$ cat config.mk
export PLATFORM = sky130hd
export DESIGN_NAME = mem_page_reader
export DESIGN_NICKNAME = d
export VERILOG_FILES = /design/src/rtl/mem_page_reader.sv
export SDC_FILE = /design/constraint.sdc
export NUM_CORES = 1
export LEC_CHECK = 0
export ABC_AREA = 1
export CAP_MARGIN = 20
export CORE_AREA = 3 3 122 124
export CTS_CLUSTER_SIZE = 24
export DETAILED_ROUTE_END_ITERATION = 10
export DIE_AREA = 0 0 125 127
export HOLD_SLACK_MARGIN = 0.12
export PLACE_DENSITY = 0.78
export SYNTH_ARGS = -nofsm -noshare
export SYNTH_HDL_FRONTEND = slang
export SYNTH_SLANG_ARGS = --single-unit
export TNS_END_PERCENT = 5
$ cat constraint.sdc
create_clock -name clk -period 2.4 [get_ports clk]
set_input_delay 0.36 -clock clk [delete_from_list [all_inputs] [get_ports clk]]
set_output_delay 0.36 -clock clk [all_outputs]
set_load 0.01 [all_outputs]
$ cat src/rtl/mem_page_reader.sv
// Data-memory page reader: fetches WORDS_PER_PAGE words per trigger and streams
// each one as ASCII hex characters (MSB nibble first) over a valid/ready link.
module mem_page_reader #(
  parameter int                    ADDR_WIDTH     = 32,
  parameter int                    DATA_WIDTH     = 32,
  parameter int                    WORDS_PER_PAGE = 4,
  parameter int                    ADDR_STEP      = 1,
  parameter logic [ADDR_WIDTH-1:0] BASE_ADDR      = '0,
  parameter int                    MEM_LATENCY    = 1
) (
  input  logic                  clk,
  input  logic                  rst,
  input  logic                  trigger_in,
  input  logic                  page_reset_in,
  output logic                  mem_rd_en_out,
  output logic [ADDR_WIDTH-1:0] mem_addr_out,
  input  logic [DATA_WIDTH-1:0] mem_data_in,
  output logic                  char_valid_out,
  output logic [7:0]            char_data_out,
  output logic                  char_last_out,
  input  logic                  char_ready_in,
  output logic                  busy_out,
  output logic [ADDR_WIDTH-1:0] page_addr_out,
  output logic [1:0]            state_dbg
);

  // Character handshake: a character transfers on a rising clk edge where
  // char_valid_out && char_ready_in. Once valid is raised, char_data_out and
  // char_last_out hold until that transfer; valid never drops without ready.

  localparam int NIBBLES = DATA_WIDTH / 4;
  localparam int NIB_W   = (NIBBLES > 1) ? $clog2(NIBBLES) : 1;
  localparam int WIDX_W  = (WORDS_PER_PAGE > 1) ? $clog2(WORDS_PER_PAGE) : 1;
  localparam int LAT_W   = (MEM_LATENCY > 1) ? $clog2(MEM_LATENCY) : 1;

  localparam logic [NIB_W-1:0]      LAST_NIB  = NIB_W'(NIBBLES - 1);
  localparam logic [WIDX_W-1:0]     LAST_WORD = WIDX_W'(WORDS_PER_PAGE - 1);
  localparam logic [LAT_W-1:0]      LAST_WAIT = LAT_W'(MEM_LATENCY - 1);
  localparam logic [ADDR_WIDTH-1:0] STEP_A    = ADDR_WIDTH'(ADDR_STEP);
  localparam logic [ADDR_WIDTH-1:0] PAGE_INC  = ADDR_WIDTH'(WORDS_PER_PAGE * ADDR_STEP);

  typedef enum logic [1:0] {
    S_IDLE = 2'd0,
    S_REQ  = 2'd1,
    S_WAIT = 2'd2,
    S_EMIT = 2'd3
  } state_t;

  state_t                state;
  logic                  trig_q;
  logic                  trig_prev;
  logic                  page_reset_q;
  logic [WIDX_W-1:0]     word_idx;
  logic [NIB_W-1:0]      nib_idx;
  logic [NIB_W-1:0]      nib_inc;
  logic [LAT_W-1:0]      wait_cnt;
  logic [DATA_WIDTH-1:0] word_q;
  logic [DATA_WIDTH-1:0] word_shift;
  logic                  trig_edge;
  logic                  last_word;
  logic                  last_nib;

  function automatic logic [7:0] hex_char(input logic [3:0] n);
    if (n < 4'd10) return 8'h30 + {4'h0, n};
    else           return 8'h37 + {4'h0, n};
  endfunction

  // Trigger and page reset share one register stage so that, seen from the
  // FSM, inputs raised in the same cycle arrive in the same cycle.
  assign trig_edge  = trig_q & ~trig_prev;
  assign last_word  = (word_idx == LAST_WORD);
  assign last_nib   = (nib_idx == LAST_NIB);
  assign nib_inc    = nib_idx + NIB_W'(1);
  assign word_shift = word_q << 4;
  assign state_dbg  = state;

  always_ff @(posedge clk) begin
    if (rst) begin
      state          <= S_IDLE;
      trig_q         <= 1'b1;
      trig_prev      <= 1'b1;
      page_reset_q   <= 1'b0;
      word_idx       <= '0;
      nib_idx        <= '0;
      wait_cnt       <= '0;
      word_q         <= '0;
      mem_rd_en_out  <= 1'b0;
      mem_addr_out   <= '0;
      char_valid_out <= 1'b0;
      char_data_out  <= 8'h00;
      char_last_out  <= 1'b0;
      busy_out       <= 1'b0;
      page_addr_out  <= BASE_ADDR;
    end else begin
      trig_q        <= trigger_in;
      trig_prev     <= trig_q;
      page_reset_q  <= page_reset_in;
      mem_rd_en_out <= 1'b0;
      case (state)
        S_IDLE: begin
          if (trig_edge) begin
            state         <= S_REQ;
            busy_out      <= 1'b1;
            word_idx      <= '0;
            mem_addr_out  <= page_addr_out;
            mem_rd_en_out <= 1'b1;
          end else if (page_reset_q) begin
            page_addr_out <= BASE_ADDR;
          end
        end
        S_REQ: begin
          state    <= S_WAIT;
          wait_cnt <= '0;
        end
        S_WAIT: begin
          if (wait_cnt == LAST_WAIT) begin
            state          <= S_EMIT;
            word_q         <= mem_data_in;
            nib_idx        <= '0;
            char_valid_out <= 1'b1;
            char_data_out  <= hex_char(mem_data_in[DATA_WIDTH-1 -: 4]);
            char_last_out  <= last_word && (LAST_NIB == '0);
          end else begin
            wait_cnt <= wait_cnt + LAT_W'(1);
          end
        end
        S_EMIT: begin
          if (char_ready_in) begin
            if (last_nib) begin
              char_valid_out <= 1'b0;
              char_last_out  <= 1'b0;
              if (last_word) begin
                state         <= S_IDLE;
                busy_out      <= 1'b0;
                page_addr_out <= page_addr_out + PAGE_INC;
              end else begin
                state         <= S_REQ;
                word_idx      <= word_idx + WIDX_W'(1);
                mem_addr_out  <= mem_addr_out + STEP_A;
                mem_rd_en_out <= 1'b1;
              end
            end else begin
              nib_idx       <= nib_inc;
              word_q        <= word_shift;
              char_data_out <= hex_char(word_shift[DATA_WIDTH-1 -: 4]);
              char_last_out <= last_word && (nib_inc == LAST_NIB);
            end
          end
        end
        default: state <= S_IDLE;
      endcase
    end
  end

endmodule

==> flow_summary.json <==
{
  "placed_area_mm2": 0.007671,
  "synthDistinctLibCells": 47,
  "outcome": "finished, final reports clean",
  "cp-end-kind": "register",
  "ioPinCount": 115,
  "hp-class": "input pin to register",
  "cp.buffers_inverters": 3,
  "drt_iter0_drc": 493,
  "measured_slew_at_the_worst_slew_check_pin_ps": 664.7,
  "yosys_warnings": 0,
  "cp_data_required_time_ps": 2660,
  "place_inst": 1236,
  "final_cell_area_mm2": 0.007979,
  "first_global_vias": 6168,
  "antenna_cells": 0,
  "crit_chain": "inv_1, ha_1, inv_1, nand2_2, nor2_4, nand2_4, o21ai_4, inv_2, and3_1",
  "synthesis.area_mm2": 0.006450,
  "coreArea_mm2": 0.01388,
  "timing.critical_path.slowest_cell_delay_ps": 400,
  "clock_path_buffers": 2,
  "cts_hold_buf": 0,
  "p_leak_nw": 2.757,
  "nFillCells": 1326,
  "grt_first_pass_wirelength_mm": 29.99,
  "drt-total-wl_mm": 18.43,
  "grt_antenna_before_repair": 0,
  "finClkSkew_ps": 6.217,
  "hpwl_mm": 13.37,
  "worst_setup_hold_path_clk_slew_ps": 80,
  "avgSynthCellArea_um2": 6.636,
  "residual_drc_count": 0,
  "totalNegativeSetupSlack_ps": 0,
  "portBuffers": 111,
  "grt_start_max_net_pins": 54,
  "worst_setup_path_start_kind": "register",
  "report.final.hold_viol_count": 0,
  "synth-main-ff-cell": "sky130_fd_sc_hd__dfxtp_1",
  "overall_routing_resource_usage": 0.2282,
  "max_clock_freq_mhz": 463.9,
  "synth_top_area_frac": 0.3445,
  "cp_num_cells": 9,
  "critPathMaxFanout": 22,
  "post-route-util": 0.5748,
  "place.gp.congestion": 0.9056,
  "synth_sequential_area_ratio": 0.3445,
  "detail_route.vias_per_cell": 5.360,
  "cts_max_level": 3,
  "area.growth.synth_to_final_pct": 23.71,
  "globalRouteOverflowTotal": 0,
  "max_slew_margin": 0.5569,
  "drive_above_1_share": 0.1017,
  "start_util": 0.4647,
  "reg2reg_depth": 9,
  "most_prevalent_standard_cell_on_the_critical_path": "sky130_fd_sc_hd__inv_1",
  "antenna_violating_nets_post_route": 0,
  "clk-insertion-delay-late_ps": 360,
  "timing.rr.end": "page_addr_out[19]",
  "final_nets": 1115,
  "critPathSlowestCell": "sky130_fd_sc_hd__dfxtp_1",
  "synth_edf_count": 0,
  "timing.reg2reg.setup_slack_ps": 240,
  "first_pass_detailed_route_iteration_total": 5,
  "hold_path_depth": 4,
  "tritoncts_num_sinks": 111,
  "postCtsSetupRepairBufs": 0,
  "design.die.area_mm2": 0.01588,
  "layout_commonest_cell": "sky130_fd_sc_hd__nand2_1",
  "slew_violations": 0,
  "fin_cells": 1252,
  "die_h_um": 127,
  "holdCritStartpoint": "rst",
  "finalCriticalPeriod_ps": 2156,
  "whs_endpoint": "page_addr_out[4]",
  "worst_r2r_startpoint": "state_dbg[0]",
  "p_per_area_mw_per_mm2": 765.2,
  "synth_cells": 972,
  "final_cell_mix": "sky130_fd_sc_hd__nand2_1 (272), sky130_fd_sc_hd__nor2_1 (125), sky130_fd_sc_hd__dfxtp_1 (111), sky130_fd_sc_hd__clkdlybuf4s50_1 (110), sky130_fd_sc_hd__inv_1 (81)",
  "final-setup-viol-count": 0,
  "maxCapViolations": 0,
  "cts_root_buffer": "sky130_fd_sc_hd__clkbuf_16",
  "vdd_drop_max_mv": 0.4136,
  "final.hold.worst_slack_ps": 354.8,
  "synthDominantAreaCellType": "sky130_fd_sc_hd__dfxtp_1",
  "cts_tree": "done",
  "synth_async_sr_flop_share": 0,
  "worst-endpoint-arrival_ps": 2420,
  "cts_repair_resize_count": 0,
  "num_rows": 43,
  "yosys-top-cells-area": "sky130_fd_sc_hd__dfxtp_1 (34%), sky130_fd_sc_hd__nand2_1 (16%), sky130_fd_sc_hd__nor2_1 (7.3%)",
  "ys_seq_elements": 111,
  "worst_path_dominant_cell_family": "simple AND/OR/NAND/NOR gates",
  "post_drt_wl_per_cell_um": 14.72,
  "cts-buffers-inserted": 9,
  "worst_setup_path_type": "register to register",
  "die_width_um": 125,
  "layout_worst_path_cycle_share": 0.8982,
  "detailroute.via_count": 6711,
  "rsz0062_at_grt": "false"
}
==> through the flow <==
stage / total power, mW / setup WS (ps)
floorplan: 3.933 / 522.8
global placement: 4.524 / 223.5
detailed placement: 4.567 / 220.4
CTS: 6.135 / 233.3
global route: 6.487 / 131.5
finish: 6.105 / 244.4
==> worst register-to-register path, cell delays in order, from the launching register on <==
cell                      delay, ps
sky130_fd_sc_hd__dfxtp_1        400
sky130_fd_sc_hd__inv_1           90
sky130_fd_sc_hd__ha_1           370
sky130_fd_sc_hd__inv_1          160
sky130_fd_sc_hd__nand2_2         90
sky130_fd_sc_hd__nor2_4         130
sky130_fd_sc_hd__nand2_4        120
sky130_fd_sc_hd__o21ai_4        210
sky130_fd_sc_hd__inv_2          220
sky130_fd_sc_hd__and3_1         260
==> layer usage <==
metal  vias up  global-route usage  part of all wire
met5         -                   0                 0
met4         0              0.1014             0.038
met3        45             0.05226             0.064
met2       257              0.3780              0.46
met1      3052              0.2856              0.44
li1       3357                   -                 -
==> cell usage after synthesis, drive strengths merged, types with 2 or more instances <==
cell type  number
a211oi          5
a21oi          82
a22oi           2
a311oi          8
a31oi          18
and2            2
buf            22
clkbuf         19
clkinv          2
dfxtp         111
ha             11
inv            88
nand2         288
nand3          54
nand3b          2
nand4          13
nor2          145
nor3            6
o211ai          2
o21a            3
o21ai          66
o21bai          2
o22ai           7
or2             8
xor2            2
==> area by class of cell <==
type                    instances  area [um2]  share of cell area
clock buffers                   9       225.2             0.02823
flip-flops and latches        111        2222              0.2785
multi-input cells             732        3676              0.4607
repair buffers                123        1209              0.1515
well taps                     180       225.2             0.02823
clock inverters                 7       82.58             0.01035
inverters                      90       339.1             0.04250
==> logic make-up after synthesis <==
group                      Yosys count  synth area share
AOI/OAI and AO/OA                  197            0.1854
buffers and inverters              131           0.08710
and+or+nand+nor                    519            0.3583
xor gates and xnor gates             2          0.002716
DFF                                111            0.3445
other                                1         0.0005814
adders and majority gates           11           0.02134
==> worst max path at each step <==
stage,endpoint,startpoint
detailed placement,page_addr_out[19],char_ready_in
global route,page_addr_out[5],state_dbg[0]
CTS,page_addr_out[19],state_dbg[0]
finish,page_addr_out[19],state_dbg[0]
floorplan,page_addr_out[11],state_dbg[0]
global placement,page_addr_out[19],char_ready_in
==> report_power, final <==
group          switching [mW]  internal (mW)
clock                   0.741          0.823
sequential              0.206           2.13
combinational            1.37          0.828
==> flip-flops by register name, summed over array words and instances (netlist names) <==
register / flops
busy_out: 1
mem_addr_out: 32
char_valid_out: 1
trig_q: 1
trig_prev: 1
nib_idx: 3
char_last_out: 1
page_addr_out: 30
mem_rd_en_out: 1
state_dbg: 2
word_q: 28
word_idx: 2
page_reset_q: 1
char_data_out: 7
(Power assumes the default switching activity.)
